File: src/rtl/recognition_pkg.sv
// Shared types and constants for the word-to-serial recogniser sequencer.
// Optional macro RECOG_FIRST_POS_EN adds first-match position reporting in the top.
package recognition_pkg;

  localparam int DEF_WIDTH   = 8;
  localparam int DEF_REC_LAT = 1;

  typedef enum logic [2:0] {
    ST_IDLE  = 3'd0,
    ST_CLR   = 3'd1,
    ST_SHIFT = 3'd2,
    ST_DRAIN = 3'd3,
    ST_DONE  = 3'd4
  } state_e;

  // Bits needed to hold values 0..n inclusive.
  function automatic int cnt_width(input int n);
    return (n < 1) ? 1 : $clog2(n + 1);
  endfunction

endpackage

File: src/rtl/recognition_lat_pipe.sv
// REC_LAT-deep valid pipe: marks the cycles in which rec_out belongs to a presented bit.
// Latency DEPTH cycles; no backpressure, synchronous clear, asynchronous active-high reset.
module recognition_lat_pipe #(
  parameter int DEPTH = 1
) (
  input  logic clk,
  input  logic reset,
  input  logic clr_i,
  input  logic in_i,
  output logic out_o
);

  logic [DEPTH-1:0] pipe_q;

  always_ff @(posedge clk or posedge reset) begin
    if (reset) begin
      pipe_q <= '0;
    end else if (clr_i) begin
      pipe_q <= '0;
    end else begin
      pipe_q[0] <= in_i;
      for (int i = 1; i < DEPTH; i++) begin
        pipe_q[i] <= pipe_q[i-1];
      end
    end
  end

  assign out_o = pipe_q[DEPTH-1];

endmodule

File: src/rtl/recognition_seq_ctrl.sv
// Feeds a serial sequence recogniser MSB-first from parallel words and returns per-word match counts.
// Latency 1+WIDTH+REC_LAT cycles to res_valid; holds the result until res_ready. Macro: RECOG_FIRST_POS_EN.
module recognition_seq_ctrl
  import recognition_pkg::*;
#(
  parameter  int WIDTH   = DEF_WIDTH,
  parameter  int REC_LAT = DEF_REC_LAT,
  localparam int CNT_W   = cnt_width(WIDTH)
) (
  input  logic             clk,
  input  logic             reset,
  input  logic             in_valid,
  output logic             in_ready,
  input  logic [WIDTH-1:0] in_data,
  output logic             rec_reset,
  output logic             rec_in,
  input  logic             rec_out,
  output logic             res_valid,
  input  logic             res_ready,
  output logic [CNT_W-1:0] res_count,
`ifdef RECOG_FIRST_POS_EN
  output logic [CNT_W-1:0] res_first,
`endif
  output logic             busy
);

  localparam int BC_W = cnt_width((WIDTH > REC_LAT) ? WIDTH : REC_LAT);
  localparam logic [BC_W-1:0]  SHIFT_LAST = BC_W'(WIDTH - 1);
  localparam logic [BC_W-1:0]  DRAIN_LAST = BC_W'(REC_LAT - 1);
  localparam logic [CNT_W-1:0] CNT_MAX    = CNT_W'(WIDTH);

  state_e            state_q, state_d;
  logic [WIDTH-1:0]  shreg_q, shreg_d;
  logic [BC_W-1:0]   bitcnt_q, bitcnt_d;
  logic [CNT_W-1:0]  count_q, count_d;
  logic              accept, pipe_out, hit;

  assign accept = in_valid && (state_q == ST_IDLE);
  // Only rec_out cycles aligned to a presented bit of this word may count.
  assign hit    = pipe_out && rec_out && (count_q != CNT_MAX);

  recognition_lat_pipe #(.DEPTH(REC_LAT)) u_lat_pipe (
    .clk   (clk),
    .reset (reset),
    .clr_i (accept),
    .in_i  (state_q == ST_SHIFT),
    .out_o (pipe_out)
  );

  always_comb begin
    state_d  = state_q;
    shreg_d  = shreg_q;
    bitcnt_d = bitcnt_q;
    count_d  = hit ? count_q + CNT_W'(1) : count_q;
    case (state_q)
      ST_IDLE: begin
        if (accept) begin
          shreg_d  = in_data;
          count_d  = '0;
          bitcnt_d = '0;
          state_d  = ST_CLR;
        end
      end
      ST_CLR: begin
        bitcnt_d = '0;
        state_d  = ST_SHIFT;
      end
      ST_SHIFT: begin
        shreg_d = shreg_q << 1;
        if (bitcnt_q == SHIFT_LAST) begin
          bitcnt_d = '0;
          state_d  = ST_DRAIN;
        end else begin
          bitcnt_d = bitcnt_q + BC_W'(1);
        end
      end
      ST_DRAIN: begin
        if (bitcnt_q == DRAIN_LAST) begin
          bitcnt_d = '0;
          state_d  = ST_DONE;
        end else begin
          bitcnt_d = bitcnt_q + BC_W'(1);
        end
      end
      ST_DONE: begin
        if (res_ready) state_d = ST_IDLE;
      end
      default: state_d = ST_IDLE;
    endcase
  end

  always_ff @(posedge clk or posedge reset) begin
    if (reset) begin
      state_q  <= ST_IDLE;
      shreg_q  <= '0;
      bitcnt_q <= '0;
      count_q  <= '0;
    end else begin
      state_q  <= state_d;
      shreg_q  <= shreg_d;
      bitcnt_q <= bitcnt_d;
      count_q  <= count_d;
    end
  end

`ifdef RECOG_FIRST_POS_EN
  logic [CNT_W-1:0] pos_q, pos_d, first_q, first_d;

  // pos_q counts presented bits already seen at the pipe output, so pos_q+1 is 1-based.
  always_comb begin
    pos_d   = pipe_out ? pos_q + CNT_W'(1) : pos_q;
    first_d = (hit && count_q == '0) ? pos_q + CNT_W'(1) : first_q;
    if (accept) begin
      pos_d   = '0;
      first_d = '0;
    end
  end

  always_ff @(posedge clk or posedge reset) begin
    if (reset) begin
      pos_q   <= '0;
      first_q <= '0;
    end else begin
      pos_q   <= pos_d;
      first_q <= first_d;
    end
  end

  assign res_first = first_q;
`endif

  assign in_ready  = (state_q == ST_IDLE);
  assign busy      = (state_q != ST_IDLE);
  assign rec_reset = (state_q == ST_IDLE) || (state_q == ST_CLR);
  assign rec_in    = (state_q == ST_SHIFT) ? shreg_q[WIDTH-1] : 1'b0;
  assign res_valid = (state_q == ST_DONE);
  assign res_count = count_q;

endmodule

File: config.mk
export PLATFORM = sky130hd
export DESIGN_NAME = recognition_seq_ctrl
export DESIGN_NICKNAME = d
export VERILOG_FILES = /design/src/rtl/recognition_pkg.sv /design/src/rtl/recognition_lat_pipe.sv /design/src/rtl/recognition_seq_ctrl.sv
export SDC_FILE = /design/constraint.sdc
export NUM_CORES = 1
export LEC_CHECK = 0
export CAP_MARGIN = 20
export CORE_MARGIN = 2
export CORE_UTILIZATION = 60
export DETAILED_ROUTE_END_ITERATION = 8
export DONT_BUFFER_PORTS = 1
export GPL_ROUTABILITY_DRIVEN = 0
export GPL_TIMING_DRIVEN = 0
export PLACE_DENSITY_LB_ADDON = 0.08
export SLEW_MARGIN = 20
export SYNTH_ARGS = -nofsm -noshare
export SYNTH_HDL_FRONTEND = slang
export SYNTH_SLANG_ARGS = --single-unit
File: constraint.sdc
create_clock -name clk -period 2.2 [get_ports clk]
set_input_delay 0.44 -clock clk [delete_from_list [all_inputs] [get_ports clk]]
set_output_delay 0.44 -clock clk [all_outputs]
set_load 0.03 [all_outputs]
==> results.sh <==
export IMPL_power_internal_mw=1.02
export IMPL_num_vias=875
export IMPL_clock_tree_root_cell="clkbuf_4"
export IMPL_cap_violations=0
export IMPL_multi_input_comb_area_um2=578
export IMPL_place_hpwl_um=1590
export IMPL_drive_gt1_share_pct=14.5
export IMPL_vertical_extent_of_the_die_um=47.8
export IMPL_final_min_period_over_clock_period_pct=93.6
export IMPL_total_power_mw=1.86
export IMPL_arrival_ns=1.62
export IMPL_sequential_share_of_power_pct=37.4
export IMPL_status="finished, final reports clean"
export IMPL_pwr_density_cell_nw_per_um2=1520
export IMPL_rsz0062_at_grt="false"
export IMPL_placement_io_buffers=0
export IMPL_fin_nets=135
export IMPL_area_growth_pct=6.63
export IMPL_initialDrtViolationCount=12
export IMPL_synth_async_sr_flop_share_pct=100
export IMPL_slew_headroom_pct=49.8
export IMPL_period_needed_ns=2.06
export IMPL_remaining_drc_errors=0
export IMPL_grt_start_max_net_pins=21
export IMPL_synth_top_cells_by_area="dfrtp_1 (43%), a22oi_1 (4.6%), ha_1 (4.3%)"
export IMPL_cp_max_fo=10
export IMPL_post_drt_wl_per_cell_um=15.2
export IMPL_least_margin_pin_slew_ns=0.752
export IMPL_io_pin_count=22
export IMPL_post_route_worst_setup_slack_ns=0.141
export IMPL_number_of_global_route_vias_before_repair=798
export IMPL_final_seq_area_um2=500
export IMPL_finish_cell_count_without_fillers=142
export IMPL_finalSetupTns_ns=0
export IMPL_vdd_ir_drop_worst_mv=0.877
export IMPL_drt_pass1_iterations=4
export IMPL_pwr_share_clk_pct=11.4
export IMPL_grt_first_pass_wirelength_um=3350
export IMPL_n_fill_cell=159
export IMPL_share_comb_of_total_power_pct=51.2
export IMPL_achievable_frequency_ghz=0.486
export IMPL_final_antenna_net_count=0
export IMPL_synth_common_cells="dfrtp_1 (20), inv_1 (8), o21ai_0 (8)"
export IMPL_total_leakage_power_nw=0.529
export IMPL_std_cell_rows=15
export IMPL_overflow=0
export IMPL_timing_hold_worst_class="input port to asynchronous set/reset pin"
export IMPL_worst_clock_skew_ns=0.00197
export IMPL_worst_ep_required_time_ns=1.76
export IMPL_synthesis_nets=130
export IMPL_yosys_cell_types_count=37
export IMPL_number_of_synthesized_flops_with_an_enable_pin=0
export IMPL_timing_final_hold_violations=0
export IMPL_antenna_cells_inserted=0
export IMPL_setup_viol=0
export IMPL_initial_utilization_pct=65.2
export IMPL_fp_coreArea_um2=1760
export IMPL_die_width_um=47.8
export IMPL_yosys_most_used_dff="dfrtp_1"
export IMPL_worst_setup_path_type="flip-flop to primary output"
export IMPL_syn_mean_instance_area_um2=10.2
export IMPL_ys_warnings_count=0
export IMPL_cts_post_setup_buffers_inserted=0
export IMPL_yosysTopAreaCellShare_pct=43.5
export IMPL_synth_seq_cells=20
export IMPL_cts_root_to_sink_buffers=2
export IMPL_cell_count_after_synthesis=113
export IMPL_cts_buffers_inserted=3
export IMPL_post_place_ws_ns=0.126
export IMPL_yosysSeqAreaShare_pct=43.5
export IMPL_all_layer_global_routing_usage_pct=20.8
export IMPL_tritoncts="built"
export IMPL_end_kind="primary output"
export IMPL_swShare_pct=45.1
export IMPL_die_area_um2=2280
export IMPL_worst_skew_pair_late_latency_ns=0.30
export IMPL_switching_power_uw=840
export IMPL_htreeDepth=1
export IMPL_syn_cell_area_um2=1150
export IMPL_dpl_cell_count=138
export IMPL_clkTransAtPathRegs_ns=0.11
export IMPL_total_count_of_max_transition_violations_in_the_final_report=0
export IMPL_finalWirelength_um=2150
export IMPL_worstSetupStartpointType="flip-flop"
export IMPL_cell_type_contributing_the_most_total_cell_area_after_synthesis="dfrtp_1"
export IMPL_number_of_antenna_violations_at_the_first_check_in_global_routing=0
export IMPL_yosys_cell_count_top_type="dfrtp_1"
export IMPL_tritoncts_num_sinks=20
export IMPL_ctsHoldBuffers=0
export IMPL_avgViaCountPerCell=6.16
cell families after synthesis:
family | after synthesis | share of synthesized area [%]
simple gates | 40 | 23.3
buf+inv | 14 | 6.96
compound gates | 31 | 18.3
fa+ha+maj | 4 | 4.35
xor+xnor | 1 | 0.761
flops | 20 | 43.5
mux | 3 | 2.93
critical path, stage by stage (launching register included):
cell,delay [ns]
dfrtp_1,0.42
buf_6,0.16
nor3b_4,0.37
and2_1,0.37
cell type report:
class,instances,area share [%]
Inverter,8,2.45
Sequential cell,20,40.8
Clock buffer,4,2.96
Multi-Input combinational cell,79,47.1
Tap cell,25,2.55
Buffer,6,4.18
power groups by stage:
| stage | Combinational, mW | Sequential, mW | Clock [mW] |
|---|---|---|---|
| final | 0.955 | 0.698 | 0.212 |
| after global routing | 1.05 | 0.715 | 0.234 |
| after CTS | 0.960 | 0.697 | 0.218 |
| after detailed placement | 0.941 | 0.705 | 0 |
| after global placement | 0.909 | 0.697 | 0 |
| after floorplan | 0.795 | 0.673 | 0 |
registers in the layout, summed over array words and instances (netlist names):
name              count
bitcnt_q              4
shreg_q               8
res_count             4
state_q               3
u_lat_pipe.out_o      1
cell usage in the layout (no fill, tap or decap), types with 2 or more instances in the layout:
| cell | synthesis | routed |
|---|---|---|
| and2_1 | 4 | 4 |
| mux2_2 | 3 | 3 |
| a22o_1 | 2 | 2 |
| dfrtp_1 | 20 | 20 |
| nor2_1 | 6 | 5 |
| inv_1 | 8 | 8 |
| a21oi_1 | 3 | 3 |
| ha_1 | 4 | 4 |
| nor2b_1 | 6 | 6 |
| a31oi_1 | 4 | 4 |
| clkbuf_4 | 0 | 3 |
| nand3b_1 | 4 | 4 |
| o2bb2ai_1 | 3 | 3 |
| a22oi_1 | 7 | 7 |
| buf_6 | 3 | 3 |
| nor3_1 | 4 | 4 |
| nand3_1 | 4 | 4 |
| o21ai_0 | 8 | 8 |
worst paths after layout:
kind | start | end | slack (ns) | cells past startpoint
max | state_q[1] | rec_in | 0.14 | 3
min | reset | res_count[3] | 0.15 | 1
max reg2reg | res_count[0] | res_count[2] | 0.46 | 5
min reg2reg | shreg_q[7] | shreg_q[7] | 0.50 | 1
max in group asynchronous | reset | res_count[2] | 1.59 | 1
min in group clk | in_data[0] | shreg_q[0] | 0.28 | 1
metrics by stage:
| stage | hold slack [ns] | instance area, um2 | utilization [%] |
|---|---|---|---|
| floorplan | 0.404 | 1150 | - |
| global placement | 0.467 | 1180 | 67.0 |
| detailed placement | 0.476 | 1180 | 67.0 |
| CTS | 0.180 | 1230 | 69.5 |
| global route | 0.203 | 1230 | 69.6 |
| finish | 0.148 | 1230 | 69.6 |
routing by layer:
layer  GRT usage (%)  vias up  wire length (um)
met2            34.7       24              1040
met5               0        -                 0
met1            28.3      424               963
met3            3.40        5               133
met4            4.86        0                22
li1                -      422                 -
repair_timing:
action	4_1_cts	5_1_grt
cloned	0	0
resized for setup	2	2
setup endpoints to repair	1	2
(Power assumes the default switching activity.)
